$ cat src/rtl/simplerisc_pkg.sv
// Shared SimpleRisc definitions used by the hazard controller and the control unit.
//   REG_W        register-id width (16 architectural registers)
//   RA_REG       return-address register (r15), destination of call
//   FWD_*        EX operand-forwarding select encodings
//   div_state_t  multi-cycle div/mod occupancy FSM states
//   OP_*         5-bit opcodes shared with the control unit
package simplerisc_pkg;

  localparam int REG_W = 4;
  localparam logic [REG_W-1:0] RA_REG = 4'd15;

  localparam logic [1:0] FWD_RF = 2'b00;
  localparam logic [1:0] FWD_MA = 2'b01;
  localparam logic [1:0] FWD_RW = 2'b10;

  typedef enum logic {
    DIV_IDLE = 1'b0,
    DIV_BUSY = 1'b1
  } div_state_t;

  localparam logic [4:0] OP_ADD  = 5'b00000;
  localparam logic [4:0] OP_SUB  = 5'b00001;
  localparam logic [4:0] OP_MUL  = 5'b00010;
  localparam logic [4:0] OP_DIV  = 5'b00011;
  localparam logic [4:0] OP_MOD  = 5'b00100;
  localparam logic [4:0] OP_CMP  = 5'b00101;
  localparam logic [4:0] OP_NOP  = 5'b01101;
  localparam logic [4:0] OP_LD   = 5'b01110;
  localparam logic [4:0] OP_ST   = 5'b01111;
  localparam logic [4:0] OP_BEQ  = 5'b10000;
  localparam logic [4:0] OP_BGT  = 5'b10001;
  localparam logic [4:0] OP_B    = 5'b10010;
  localparam logic [4:0] OP_CALL = 5'b10011;
  localparam logic [4:0] OP_RET  = 5'b10100;

  // Control-unit helper: opcodes that occupy EX for more than one cycle.
  function automatic logic is_multi_op(input logic [4:0] op);
    return (op == OP_DIV) || (op == OP_MOD);
  endfunction

endpackage

$ cat src/rtl/pipeline_hazard_ctrl_if.sv
// Hazard-controller bundle between the pipeline datapath/control unit and
// pipeline_hazard_ctrl.
//   master: the pipeline; drives OF instruction info and the EX branch outcome,
//           receives latch/PC controls and forwarding selects.
//   slave : the hazard controller.
interface pipeline_hazard_ctrl_if;
  import simplerisc_pkg::*;

  // OF-stage instruction summary
  logic             of_valid;
  logic [REG_W-1:0] of_rs1;
  logic [REG_W-1:0] of_rs2;
  logic             of_use_rs1;
  logic             of_use_rs2;
  logic [REG_W-1:0] of_rd;
  logic             of_is_wb;
  logic             of_is_ld;
  logic             of_is_multi;
  // EX-stage branch resolution
  logic             ex_branch_taken;
  // Latch / PC controls
  logic             pc_stall;
  logic             ifof_stall;
  logic             ifof_flush;
  logic             ofex_bubble;
  logic             ex_hold;
  logic             exma_bubble;
  // Forwarding / bypass selects
  logic [1:0]       fwd_a_sel;
  logic [1:0]       fwd_b_sel;
  logic             of_byp_a;
  logic             of_byp_b;
  logic             div_busy;

  modport master (
    output of_valid, of_rs1, of_rs2, of_use_rs1, of_use_rs2, of_rd,
           of_is_wb, of_is_ld, of_is_multi, ex_branch_taken,
    input  pc_stall, ifof_stall, ifof_flush, ofex_bubble, ex_hold,
           exma_bubble, fwd_a_sel, fwd_b_sel, of_byp_a, of_byp_b, div_busy
  );

  modport slave (
    input  of_valid, of_rs1, of_rs2, of_use_rs1, of_use_rs2, of_rd,
           of_is_wb, of_is_ld, of_is_multi, ex_branch_taken,
    output pc_stall, ifof_stall, ifof_flush, ofex_bubble, ex_hold,
           exma_bubble, fwd_a_sel, fwd_b_sel, of_byp_a, of_byp_b, div_busy
  );

endinterface

$ cat src/rtl/hazard_shadow_stage.sv
// One shadow-pipeline register slice (valid bit + W-bit payload).
//   clk, reset : clock, asynchronous active-high clear
//   hold       : keep current contents (wins over bubble/load)
//   bubble     : load an invalid entry
//   d_v, d     : incoming valid and payload
//   q_v, q     : registered valid and payload
module hazard_shadow_stage #(
  parameter int W = 1
) (
  input  logic         clk,
  input  logic         reset,
  input  logic         hold,
  input  logic         bubble,
  input  logic         d_v,
  input  logic [W-1:0] d,
  output logic         q_v,
  output logic [W-1:0] q
);

  always_ff @(posedge clk or posedge reset) begin
    if (reset) begin
      q_v <= 1'b0;
      q   <= '0;
    end else if (!hold) begin
      // A bubble only needs the valid cleared; the payload is don't-care.
      q_v <= d_v & ~bubble;
      q   <= d;
    end
  end

endmodule

$ cat src/rtl/pipeline_hazard_ctrl.sv
// Interlock, forwarding and flush controller for the five-stage SimpleRisc
// pipeline (predict not-taken, no delay slots).
//   clk    : clock
//   reset  : asynchronous active-high reset
//   hz     : slave side of pipeline_hazard_ctrl_if (OF instruction info and
//            branch outcome in; PC/latch controls, forwarding selects and
//            div_busy out)
// Parameter DIV_LAT: cycles a div/mod occupies EX (1 = single cycle).
// The register-id width REG_W comes from simplerisc_pkg.
module pipeline_hazard_ctrl
  import simplerisc_pkg::*;
#(
  parameter int DIV_LAT = 4
) (
  input  logic                  clk,
  input  logic                  reset,
  pipeline_hazard_ctrl_if.slave hz
);

  localparam int CNT_W = (DIV_LAT > 1) ? $clog2(DIV_LAT) : 1;
  localparam int EX_W  = 3 * REG_W + 4;  // rd, rs1, rs2, wb, ld, use1, use2
  localparam int MA_W  = REG_W + 2;      // rd, wb, ld
  localparam int RW_W  = REG_W + 1;      // rd, wb

  // Youngest producer wins: MA (non-load) before RW.
  function automatic logic [1:0] fwd_sel(
    input logic             src_v,
    input logic             src_use,
    input logic [REG_W-1:0] src,
    input logic             ma_v_i,
    input logic             ma_wb_i,
    input logic             ma_ld_i,
    input logic [REG_W-1:0] ma_rd_i,
    input logic             rw_v_i,
    input logic             rw_wb_i,
    input logic [REG_W-1:0] rw_rd_i
  );
    if (src_v && src_use && ma_v_i && ma_wb_i && !ma_ld_i && (ma_rd_i == src))
      return FWD_MA;
    else if (src_v && src_use && rw_v_i && rw_wb_i && (rw_rd_i == src))
      return FWD_RW;
    else
      return FWD_RF;
  endfunction

  logic             ex_v, ma_v, rw_v;
  logic [EX_W-1:0]  ex_q;
  logic [MA_W-1:0]  ma_q;
  logic [RW_W-1:0]  rw_q;
  logic [REG_W-1:0] ex_rd, ex_rs1, ex_rs2, ma_rd, rw_rd;
  logic             ex_wb, ex_ld, ex_use1, ex_use2, ma_wb, ma_ld, rw_wb;

  div_state_t       state, state_nxt;
  logic [CNT_W-1:0] cnt, cnt_nxt;
  logic             div_busy, taken, load_use, stall_lu, advance;

  assign {ex_rd, ex_rs1, ex_rs2, ex_wb, ex_ld, ex_use1, ex_use2} = ex_q;
  assign {ma_rd, ma_wb, ma_ld} = ma_q;
  assign {rw_rd, rw_wb}        = rw_q;

  assign div_busy = (state == DIV_BUSY);
  // A taken branch can only come from a real instruction in EX; this also
  // keeps every output low while the shadows are empty after reset.
  assign taken    = hz.ex_branch_taken & ex_v & ~div_busy;
  assign load_use = hz.of_valid & ex_v & ex_ld & ex_wb &
                    ((hz.of_use_rs1 & (hz.of_rs1 == ex_rd)) |
                     (hz.of_use_rs2 & (hz.of_rs2 == ex_rd)));
  assign stall_lu = load_use & ~div_busy & ~taken;
  assign advance  = ~div_busy & ~taken & ~load_use;

  // ---- OF -> EX shadow boundary
  hazard_shadow_stage #(.W(EX_W)) u_ex (
    .clk    (clk),
    .reset  (reset),
    .hold   (div_busy),
    .bubble (taken | load_use),
    .d_v    (hz.of_valid),
    .d      ({hz.of_rd, hz.of_rs1, hz.of_rs2, hz.of_is_wb, hz.of_is_ld,
              hz.of_use_rs1, hz.of_use_rs2}),
    .q_v    (ex_v),
    .q      (ex_q)
  );

  // ---- EX -> MA shadow boundary
  hazard_shadow_stage #(.W(MA_W)) u_ma (
    .clk    (clk),
    .reset  (reset),
    .hold   (1'b0),
    .bubble (div_busy),
    .d_v    (ex_v),
    .d      ({ex_rd, ex_wb, ex_ld}),
    .q_v    (ma_v),
    .q      (ma_q)
  );

  // ---- MA -> RW shadow boundary
  hazard_shadow_stage #(.W(RW_W)) u_rw (
    .clk    (clk),
    .reset  (reset),
    .hold   (1'b0),
    .bubble (1'b0),
    .d_v    (ma_v),
    .d      ({ma_rd, ma_wb}),
    .q_v    (rw_v),
    .q      (rw_q)
  );

  always_ff @(posedge clk or posedge reset) begin
    if (reset) begin
      state <= DIV_IDLE;
      cnt   <= '0;
    end else begin
      state <= state_nxt;
      cnt   <= cnt_nxt;
    end
  end

  // The op spends one IDLE cycle in EX after BUSY, so loading DIV_LAT-1
  // gives exactly DIV_LAT cycles of EX occupancy.
  always_comb begin
    state_nxt = state;
    cnt_nxt   = cnt;
    case (state)
      DIV_IDLE: begin
        if (advance && hz.of_valid && hz.of_is_multi && (DIV_LAT > 1)) begin
          state_nxt = DIV_BUSY;
          cnt_nxt   = CNT_W'(DIV_LAT - 1);
        end
      end
      DIV_BUSY: begin
        if (cnt == CNT_W'(1)) begin
          state_nxt = DIV_IDLE;
          cnt_nxt   = '0;
        end else begin
          cnt_nxt = cnt - CNT_W'(1);
        end
      end
      default: begin
        state_nxt = DIV_IDLE;
        cnt_nxt   = '0;
      end
    endcase
  end

  always_comb begin
    hz.pc_stall    = div_busy | stall_lu;
    hz.ifof_stall  = div_busy | stall_lu;
    hz.ifof_flush  = taken;
    hz.ofex_bubble = taken | stall_lu;
    hz.ex_hold     = div_busy;
    hz.exma_bubble = div_busy;
    hz.div_busy    = div_busy;
    hz.fwd_a_sel   = fwd_sel(ex_v, ex_use1, ex_rs1, ma_v, ma_wb, ma_ld, ma_rd,
                             rw_v, rw_wb, rw_rd);
    hz.fwd_b_sel   = fwd_sel(ex_v, ex_use2, ex_rs2, ma_v, ma_wb, ma_ld, ma_rd,
                             rw_v, rw_wb, rw_rd);
    // Distance-3 producer writes the RF in the same cycle OF reads it.
    hz.of_byp_a    = hz.of_valid & hz.of_use_rs1 & rw_v & rw_wb & (rw_rd == hz.of_rs1);
    hz.of_byp_b    = hz.of_valid & hz.of_use_rs2 & rw_v & rw_wb & (rw_rd == hz.of_rs2);
  end

endmodule

$ cat src/flat_wrapper.sv
// flat-port wrapper written by rule: the top's interface ports become plain ports
module pipeline_hazard_ctrl_flat import simplerisc_pkg::*;
#(
  parameter int DIV_LAT = 4
)
  (clk, reset, hz_of_valid, hz_of_rs1, hz_of_rs2, hz_of_use_rs1, hz_of_use_rs2, hz_of_rd, hz_of_is_wb, hz_of_is_ld, hz_of_is_multi, hz_ex_branch_taken, hz_pc_stall, hz_ifof_stall, hz_ifof_flush, hz_ofex_bubble, hz_ex_hold, hz_exma_bubble, hz_fwd_a_sel, hz_fwd_b_sel, hz_of_byp_a, hz_of_byp_b, hz_div_busy);
  pipeline_hazard_ctrl_if hz_i ();
  input  logic clk;
  input  logic reset;
  input wire logic [$bits(hz_i.of_valid)-1:0] hz_of_valid;
  input wire logic [$bits(hz_i.of_rs1)-1:0] hz_of_rs1;
  input wire logic [$bits(hz_i.of_rs2)-1:0] hz_of_rs2;
  input wire logic [$bits(hz_i.of_use_rs1)-1:0] hz_of_use_rs1;
  input wire logic [$bits(hz_i.of_use_rs2)-1:0] hz_of_use_rs2;
  input wire logic [$bits(hz_i.of_rd)-1:0] hz_of_rd;
  input wire logic [$bits(hz_i.of_is_wb)-1:0] hz_of_is_wb;
  input wire logic [$bits(hz_i.of_is_ld)-1:0] hz_of_is_ld;
  input wire logic [$bits(hz_i.of_is_multi)-1:0] hz_of_is_multi;
  input wire logic [$bits(hz_i.ex_branch_taken)-1:0] hz_ex_branch_taken;
  output wire logic [$bits(hz_i.pc_stall)-1:0] hz_pc_stall;
  output wire logic [$bits(hz_i.ifof_stall)-1:0] hz_ifof_stall;
  output wire logic [$bits(hz_i.ifof_flush)-1:0] hz_ifof_flush;
  output wire logic [$bits(hz_i.ofex_bubble)-1:0] hz_ofex_bubble;
  output wire logic [$bits(hz_i.ex_hold)-1:0] hz_ex_hold;
  output wire logic [$bits(hz_i.exma_bubble)-1:0] hz_exma_bubble;
  output wire logic [$bits(hz_i.fwd_a_sel)-1:0] hz_fwd_a_sel;
  output wire logic [$bits(hz_i.fwd_b_sel)-1:0] hz_fwd_b_sel;
  output wire logic [$bits(hz_i.of_byp_a)-1:0] hz_of_byp_a;
  output wire logic [$bits(hz_i.of_byp_b)-1:0] hz_of_byp_b;
  output wire logic [$bits(hz_i.div_busy)-1:0] hz_div_busy;
  assign hz_i.of_valid = hz_of_valid;
  assign hz_i.of_rs1 = hz_of_rs1;
  assign hz_i.of_rs2 = hz_of_rs2;
  assign hz_i.of_use_rs1 = hz_of_use_rs1;
  assign hz_i.of_use_rs2 = hz_of_use_rs2;
  assign hz_i.of_rd = hz_of_rd;
  assign hz_i.of_is_wb = hz_of_is_wb;
  assign hz_i.of_is_ld = hz_of_is_ld;
  assign hz_i.of_is_multi = hz_of_is_multi;
  assign hz_i.ex_branch_taken = hz_ex_branch_taken;
  assign hz_pc_stall = hz_i.pc_stall;
  assign hz_ifof_stall = hz_i.ifof_stall;
  assign hz_ifof_flush = hz_i.ifof_flush;
  assign hz_ofex_bubble = hz_i.ofex_bubble;
  assign hz_ex_hold = hz_i.ex_hold;
  assign hz_exma_bubble = hz_i.exma_bubble;
  assign hz_fwd_a_sel = hz_i.fwd_a_sel;
  assign hz_fwd_b_sel = hz_i.fwd_b_sel;
  assign hz_of_byp_a = hz_i.of_byp_a;
  assign hz_of_byp_b = hz_i.of_byp_b;
  assign hz_div_busy = hz_i.div_busy;
  pipeline_hazard_ctrl #(.DIV_LAT(DIV_LAT)) u_core (.clk(clk), .reset(reset), .hz(hz_i));
endmodule
$ cat config.mk
export PLATFORM = sky130hd
export DESIGN_NAME = pipeline_hazard_ctrl_flat
export DESIGN_NICKNAME = d
export VERILOG_FILES = /design/src/rtl/simplerisc_pkg.sv /design/src/rtl/pipeline_hazard_ctrl_if.sv /design/src/rtl/hazard_shadow_stage.sv /design/src/rtl/pipeline_hazard_ctrl.sv /design/src/flat_wrapper.sv
export SDC_FILE = /design/constraint.sdc
export NUM_CORES = 1
export LEC_CHECK = 0
export ABC_AREA = 1
export CAP_MARGIN = 20
export CORE_ASPECT_RATIO = 1.4
export CORE_MARGIN = 4
export CORE_UTILIZATION = 51
export CTS_CLUSTER_DIAMETER = 50
export DETAILED_ROUTE_END_ITERATION = 7
export PLACE_DENSITY = 0.79
export SKIP_LAST_GASP = 1
export SYNTH_ARGS = -nofsm -noshare
export SYNTH_HDL_FRONTEND = slang
export SYNTH_SLANG_ARGS = --single-unit
$ cat constraint.sdc
create_clock -name clk -period 1.3 [get_ports clk]
set_input_delay 0.195 -clock clk [delete_from_list [all_inputs] [get_ports clk]]
set_output_delay 0.195 -clock clk [all_outputs]
set_load 0.01 [all_outputs]
==> results_dict.tcl, run 1 <==
set metrics [dict create \
    avgSynthCellArea_um2 8.16 \
    status "finished with violations" \
    switching_share_pct 39.4 \
    gp_congestion 0.826 \
    violations "setup timing" \
    root_buffer "clkbuf_8" \
    yosysTopAreaCell "dfrtp_1" \
    crit_path_max_fanout 3 \
    grt_use_met3_pct 3.05 \
    final_common_cell "nand2_1" \
    grt_util_met1_pct 26.5 \
    clk_transition_reported_paths_ns 0.06 \
    leakage_uw 0.00130 \
    die_h_um 76.1 \
    period_needed_ns 1.76 \
    clock-sinks 33 \
    yosysUniqueCellTypes 27 \
    io_pins 34 \
    grt_first_pass_wirelength_um 7620 \
    syn-num-nets 229 \
    grt_busiest_layer "met2" \
    ys_seq_area_share_pct 48.9 \
    clk_latency_ns 0.28 \
    row_count 24 \
    rsz0062_at_grt "yes" \
    p_int_uw 3580 \
    synthesis.area_mm2 0.00169 \
    drv_cap 0 \
    power.share.clock_pct 12.9 \
    comb_power_share_pct 52.0 \
    die_x_um 56.6 \
    drt-initial-drc-count 96 \
    cp_cell_sequence "buf_6, inv_4, o2111ai_2, nor4_2, buf_2" \
    vias_per_cell 5.02 \
    fin_nets 309 \
    final-hold-violation-count 0 \
    initial_core_util_pct 53.6 \
    power_switching_uw 2320 \
    worst_slack_ns -0.455 \
    setup_violations 14 \
    use_met2_pct 40.0 \
    worstMarginPinSlew_ns 0.291 \
    core_mm2 0.00315 \
    track_usage_pct 22.8 \
    slowest_delay_ns 0.42 \
    finalPower_uw 5900 \
    grt_overflow 0 \
    synthTopCellsByArea "dfrtp_1 49%, nand2_1 15%, xnor2_1 5.2%" \
    drive_gt1_share_pct 35.9 \
    hold_slack_ns 0.245 \
    die-area_mm2 0.00431 \
    ctsLongestPathBuffers 2 \
    cts_max_level 2 \
    synth_cells 207 \
    layout_common_cells "65 x nand2_1, 40 x buf_4, 28 x dfrtp_1" \
    fin_skew_ns 0.00701 \
    grt_pass1_vias 1663 \
    dp_cells 303 \
    wl_per_cell_um 14.3 \
    p_seq_share_pct 35.1 \
    drt_pass1_iterations 4 \
    synthToLayoutAreaGrowth_pct 52.1 \
    cp_data_arrival_time_ns 1.56 \
    end_kind "output port" \
    port_buffers 33 \
    yosysTopAreaCellShare_pct 48.9 \
    period_share_pct 135 \
    ant_nets 0 \
    path_class "register to output port" \
    hold_path_class "input port to asynchronous set/reset pin" \
    max_slew_margin_pct 80.5 \
    cts_tree "done" \
    timing.fmax_mhz 570 \
    crit_required_ns 1.11 \
    antenna_found_initial 0 \
    drc 0 \
    p_per_area_mw_per_mm2 2300 \
    ir_worst_vdd_uv 2160 \
    hpwl_um 3020 \
    instances_no_fill 326 \
    post-place-ws_ns -0.832 \
    crit_path_start_kind "register" \
    final_util_pct 81.5 \
    drv_slew 0 \
    numCtsBuffers 5 \
    cpMaxStageDelayCell "dfrtp_1" \
    routed_wl_um 4660 \
    vias 1636 \
    diodes 0 \
    grt_max_degree 34 \
    ys_seq_elements 33 \
    yosysWarnings 0 \
]
-- worst max-delay path, delay by kind of cell, from the launching register on --
kind                   cells  cell delay, ns
AOI/OAI and AO/OA          1            0.12
buffers and inverters      3            0.40
DFF                        1            0.42
and+or+nand+nor            1            0.35
-- per-layer routing --
metal  wire length (um)  up-vias  share of wire [%]
li1                   -      810                  -
met1               1810      769                 39
met4                137        0                2.9
met3                203       16                4.4
met2               2510       41                 54
met5                  0        -                  0
-- per-stage QoR --
stage / instance area, um2 / setup TNS [ns]
CTS: 2530 / -3.56
floorplan: 1700 / -0.00812
detailed placement: 2270 / -7.67
global route: 2570 / -5.64
global placement: 2270 / -7.21
finish: 2570 / -4.21
-- registers in the layout, indices dropped and copies added, names as in the netlist --
signal / count
u_core.u_ex.q_v: 1
u_core.u_rw.q_v: 1
u_core.u_ma.q: 6
u_core.u_rw.q: 5
u_core.cnt: 2
u_core.hz.div_busy: 1
u_core.u_ex.q: 16
u_core.u_ma.q_v: 1
-- cells by family after synthesis --
| family | Yosys count | share of synthesized area (%) |
|---|---|---|
| fa+ha+maj | 1 | 0.741 |
| flops | 33 | 48.9 |
| compound gates | 24 | 8.07 |
| simple gates | 102 | 25.5 |
| xor+xnor | 16 | 8.30 |
| buf+inv | 31 | 8.52 |
-- repair_timing --
action / CTS / global route
hold buffers: 0 / 0
cloned: 0 / 0
pin swaps: 12 / 8
resized for setup: 88 / 6
setup buffers: 16 / 2
endpoints found under the setup margin: 17 / 14
-- area by class of cell --
cell class | instances | area (um2)
timing repair buffer | 81 | 691
tap | 39 | 48.8
clock buffer | 7 | 86.3
fill | 193 | 583
multi-input combinational | 143 | 823
inverter | 23 | 88.8
sequential | 33 | 832
-- synthesized netlist by cell type, drive strengths merged --
library cell,count
a211oi,3
a21oi,1
buf,6
clkbuf,2
dfrtp,33
ha,1
inv,23
nand2,70
nand3,7
nand4,1
nor2,16
nor3,4
nor4,2
o2111ai,1
o211ai,1
o21ai,16
o22ai,2
or2,2
xnor2,10
xor2,6
-- power groups by stage --
stage               Combinational, uW  Clock [uW]  Sequential (uW)
floorplan                        1460           0             1940
global placement                 2280           0             2030
detailed placement               2330           0             2060
CTS                              2930         765             2030
global route                     3380         826             2130
finish                           3070         762             2070
-- final timing paths --
| path | startpoint | endpoint | slack [ns] | cells past startpoint |
|---|---|---|---|---|
| max | u_core.u_rw.q[3]$_DFF_PP0_ | hz_of_byp_a | -0.46 | 5 |
| min | reset | u_core.u_ex.q[14]$_DFFE_PP0N_ | 0.25 | 3 |
| max reg2reg | u_core.u_ex.q[14]$_DFFE_PP0N_ | u_core.cnt[0]$_DFFE_PP0P_ | -0.27 | 13 |
| min reg2reg | u_core.u_ma.q[1]$_DFF_PP0_ | u_core.u_rw.q[0]$_DFF_PP0_ | 0.38 | 0 |
| max in group asynchronous | reset | u_core.u_rw.q[2]$_DFF_PP0_ | 0.87 | 3 |
| min in group clk | hz_of_rs2[1] | u_core.u_ex.q[5]$_DFFE_PP0N_ | 0.38 | 3 |
Note: power is estimated with default switching activity, not from simulation.
==> inputs of run 2 (changes only) <==
==> constraint.sdc (replaced) <==
create_clock -name clk -period 1.3 [get_ports clk]
set_input_delay 0.195 -clock clk [delete_from_list [all_inputs] [get_ports clk]]
set_output_delay 0.195 -clock clk [all_outputs]
set_load 0.005 [all_outputs]
==> run 2 against run 1 <==
Against the previous run: the flow still finishes with violations (setup timing); hold slack improved by 0.016 ns; via count is 7.0% higher; worst setup slack got worse by 0.15 ns; global-route usage grew 0.42 points; combinational power grew 6.8%; final area grew 3.9%; largest cell class is now multi-input gates.
==> results_dict.tcl, run 2 (synthesis gave the netlist of run 1 again) <==
set metrics [dict create \
    core_mm2 0.00315 \
    ctsLongestPathBuffers 2 \
    root_buffer "clkbuf_8" \
    top_register "u_core.u_ex.q" \
    cpMaxStageDelayCell "dfrtp_1" \
    biggestRegsByFlops "u_core.u_ex.q x16, u_core.u_ma.q x6, u_core.u_rw.q x5" \
    grt_max_degree 34 \
    largest_reg_flops 16 \
    die-area_mm2 0.00431 \
    initial_core_util_pct 53.6 \
    cp_cell_sequence "inv_2, nand2_1, nand2_1, nor2_1, nand3_1, nand2_2, nand2_4, o21ai_2, buf_2" \
    grt_pass1_vias 1747 \
    final_util_pct 84.7 \
    drt_pass1_iterations 4 \
    grt_first_pass_wirelength_um 7770 \
    fin_skew_ns 0.00172 \
    drive_gt1_share_pct 40.2 \
    clock-sinks 33 \
    status "finished with violations" \
    numCtsBuffers 5 \
    antenna_found_initial 0 \
    timing.fmax_mhz 525 \
    wl_per_cell_um 16.4 \
    drv_cap 0 \
    die_h_um 76.1 \
    diodes 0 \
    r2r_cells 13 \
    cp_common_cell "nand2_1" \
    worstMarginPinSlew_ns 0.275 \
    clk_latency_ns 0.28 \
    max_slew_margin_pct 81.5 \
    ir_worst_vdd_uv 1600 \
    period_needed_ns 1.90 \
    setup_violations 15 \
    hold_path_class "input port to asynchronous set/reset pin" \
    cp_num_buf_inv 2 \
    final-hold-violation-count 0 \
    fillers 168 \
    io_pins 34 \
    synthToLayoutAreaGrowth_pct 58.1 \
    die_x_um 56.6 \
    layout_common_cells "61 x nand2_1, 48 x buf_4, 30 x dfrtp_1" \
    p_int_uw 3840 \
    clk_transition_reported_paths_ns 0.06 \
    crit_required_ns 1.11 \
    grt_overflow 0 \
    rsz0062_at_grt "yes" \
    power_switching_uw 2470 \
    leakage_uw 0.00137 \
    crit_path_start_kind "register" \
    p_seq_share_pct 32.4 \
    drt-initial-drc-count 90 \
    setup-tns-final_ns -5.57 \
    path_class "register to output port" \
    period_share_pct 146 \
    ant_nets 0 \
    track_usage_pct 23.2 \
    cp_data_arrival_time_ns 1.71 \
    comb_power_share_pct 52.0 \
    cts_max_level 2 \
    crit_path_max_fanout 4 \
    p_per_area_mw_per_mm2 2360 \
    rr_endpoint "u_core.cnt[1]$_DFFE_PP0P_" \
    vias_per_cell 5.23 \
    slowest_delay_ns 0.45 \
    power.share.clock_pct 15.6 \
    switching_share_pct 39.1 \
    hpwl_um 3070 \
    gp_congestion 0.869 \
    drc 0 \
    r2r_slack_ns -0.43 \
    vias 1751 \
    drv_slew 0 \
    fin_nets 317 \
    post-place-ws_ns -0.800 \
    port_buffers 33 \
    cts_tree "done" \
    worst_slack_ns -0.604 \
    final_common_cell "nand2_1" \
    violations "setup timing" \
    end_kind "output port" \
    reg2reg_from "u_core.u_ex.q[13]$_DFFE_PP0N_" \
    path_delay_family "simple AND/OR/NAND/NOR gates" \
    routed_wl_um 5500 \
    row_count 24 \
]
==> run 2: how the worst max path moves through the flow <==
stage          slack [ns]                     startpoint               to  cells past startpoint
5_1_grt             -0.65  u_core.u_ex.q[13]$_DFFE_PP0N_    hz_ifof_stall                      9
2_1_floorplan        0.04  u_core.u_ex.q[12]$_DFFE_PP0N_      hz_pc_stall                      8
3_5_place_dp        -0.80                   hz_of_rs2[1]      hz_pc_stall                     10
6_report            -0.60  u_core.u_ex.q[13]$_DFFE_PP0N_      hz_pc_stall                      9
4_1_cts             -0.42   u_core.u_ex.q[6]$_DFFE_PP0N_  hz_fwd_b_sel[1]                      6
3_3_place_gp        -0.75                   hz_of_rs2[1]      hz_pc_stall                     10
==> run 2: final cells by class <==
class	count	area (um2)	area share [%]
flip-flops and latches	33	830	31.1
well taps	39	48.8	1.83
inverters	23	88.8	3.33
clock inverters	1	30.0	1.12
clock buffers	7	86.3	3.23
multi-input cells	143	850	31.8
repair buffers	89	737	27.6
==> run 2: tightest hold or removal path, stage by stage <==
cell and delay (ns):
clkdlybuf4s50_1 0.41, inv_1 0.09, buf_12 0.21
==> run 2: repair_timing <==
item / 4_1_cts / 5_1_grt
resized for setup: 65 / 29
buffers inserted: 16 / 2
hold buffers: 0 / 0
pin swaps: 9 / 16
endpoints found under the setup margin: 17 / 16
==> run 2: per-layer routing <==
metal	vias to the layer above	wire, um	GRT usage (%)
met2	72	2880	40.2
met4	0	236	13.1
met1	825	2090	26.6
li1	826	-	-
met5	-	0	0
met3	28	295	3.22
==> run 2: stage by stage <==
stage / std cells / cell area, um2 / power (uW) / hold WS, ns
after detailed placement: 310 / 2320 / 4400 / 0.374
after CTS: 333 / 2550 / 5800 / 0.264
final: 335 / 2670 / 6310 / 0.262
after floorplan: 207 / 1690 / 3350 / 0.305
after global placement: 310 / 2320 / 4310 / 0.358
after global routing: 335 / 2670 / 6690 / 0.288
==> run 2: power by group through the flow <==
stage               registers, uW  logic [uW]  clock network [uW]
finish                       2050        3280                 983
global placement             1990        2310                   0
floorplan                    1930        1420                   0
CTS                          1970        2840                 995
global route                 2110        3520                1050
detailed placement           2020        2380                   0
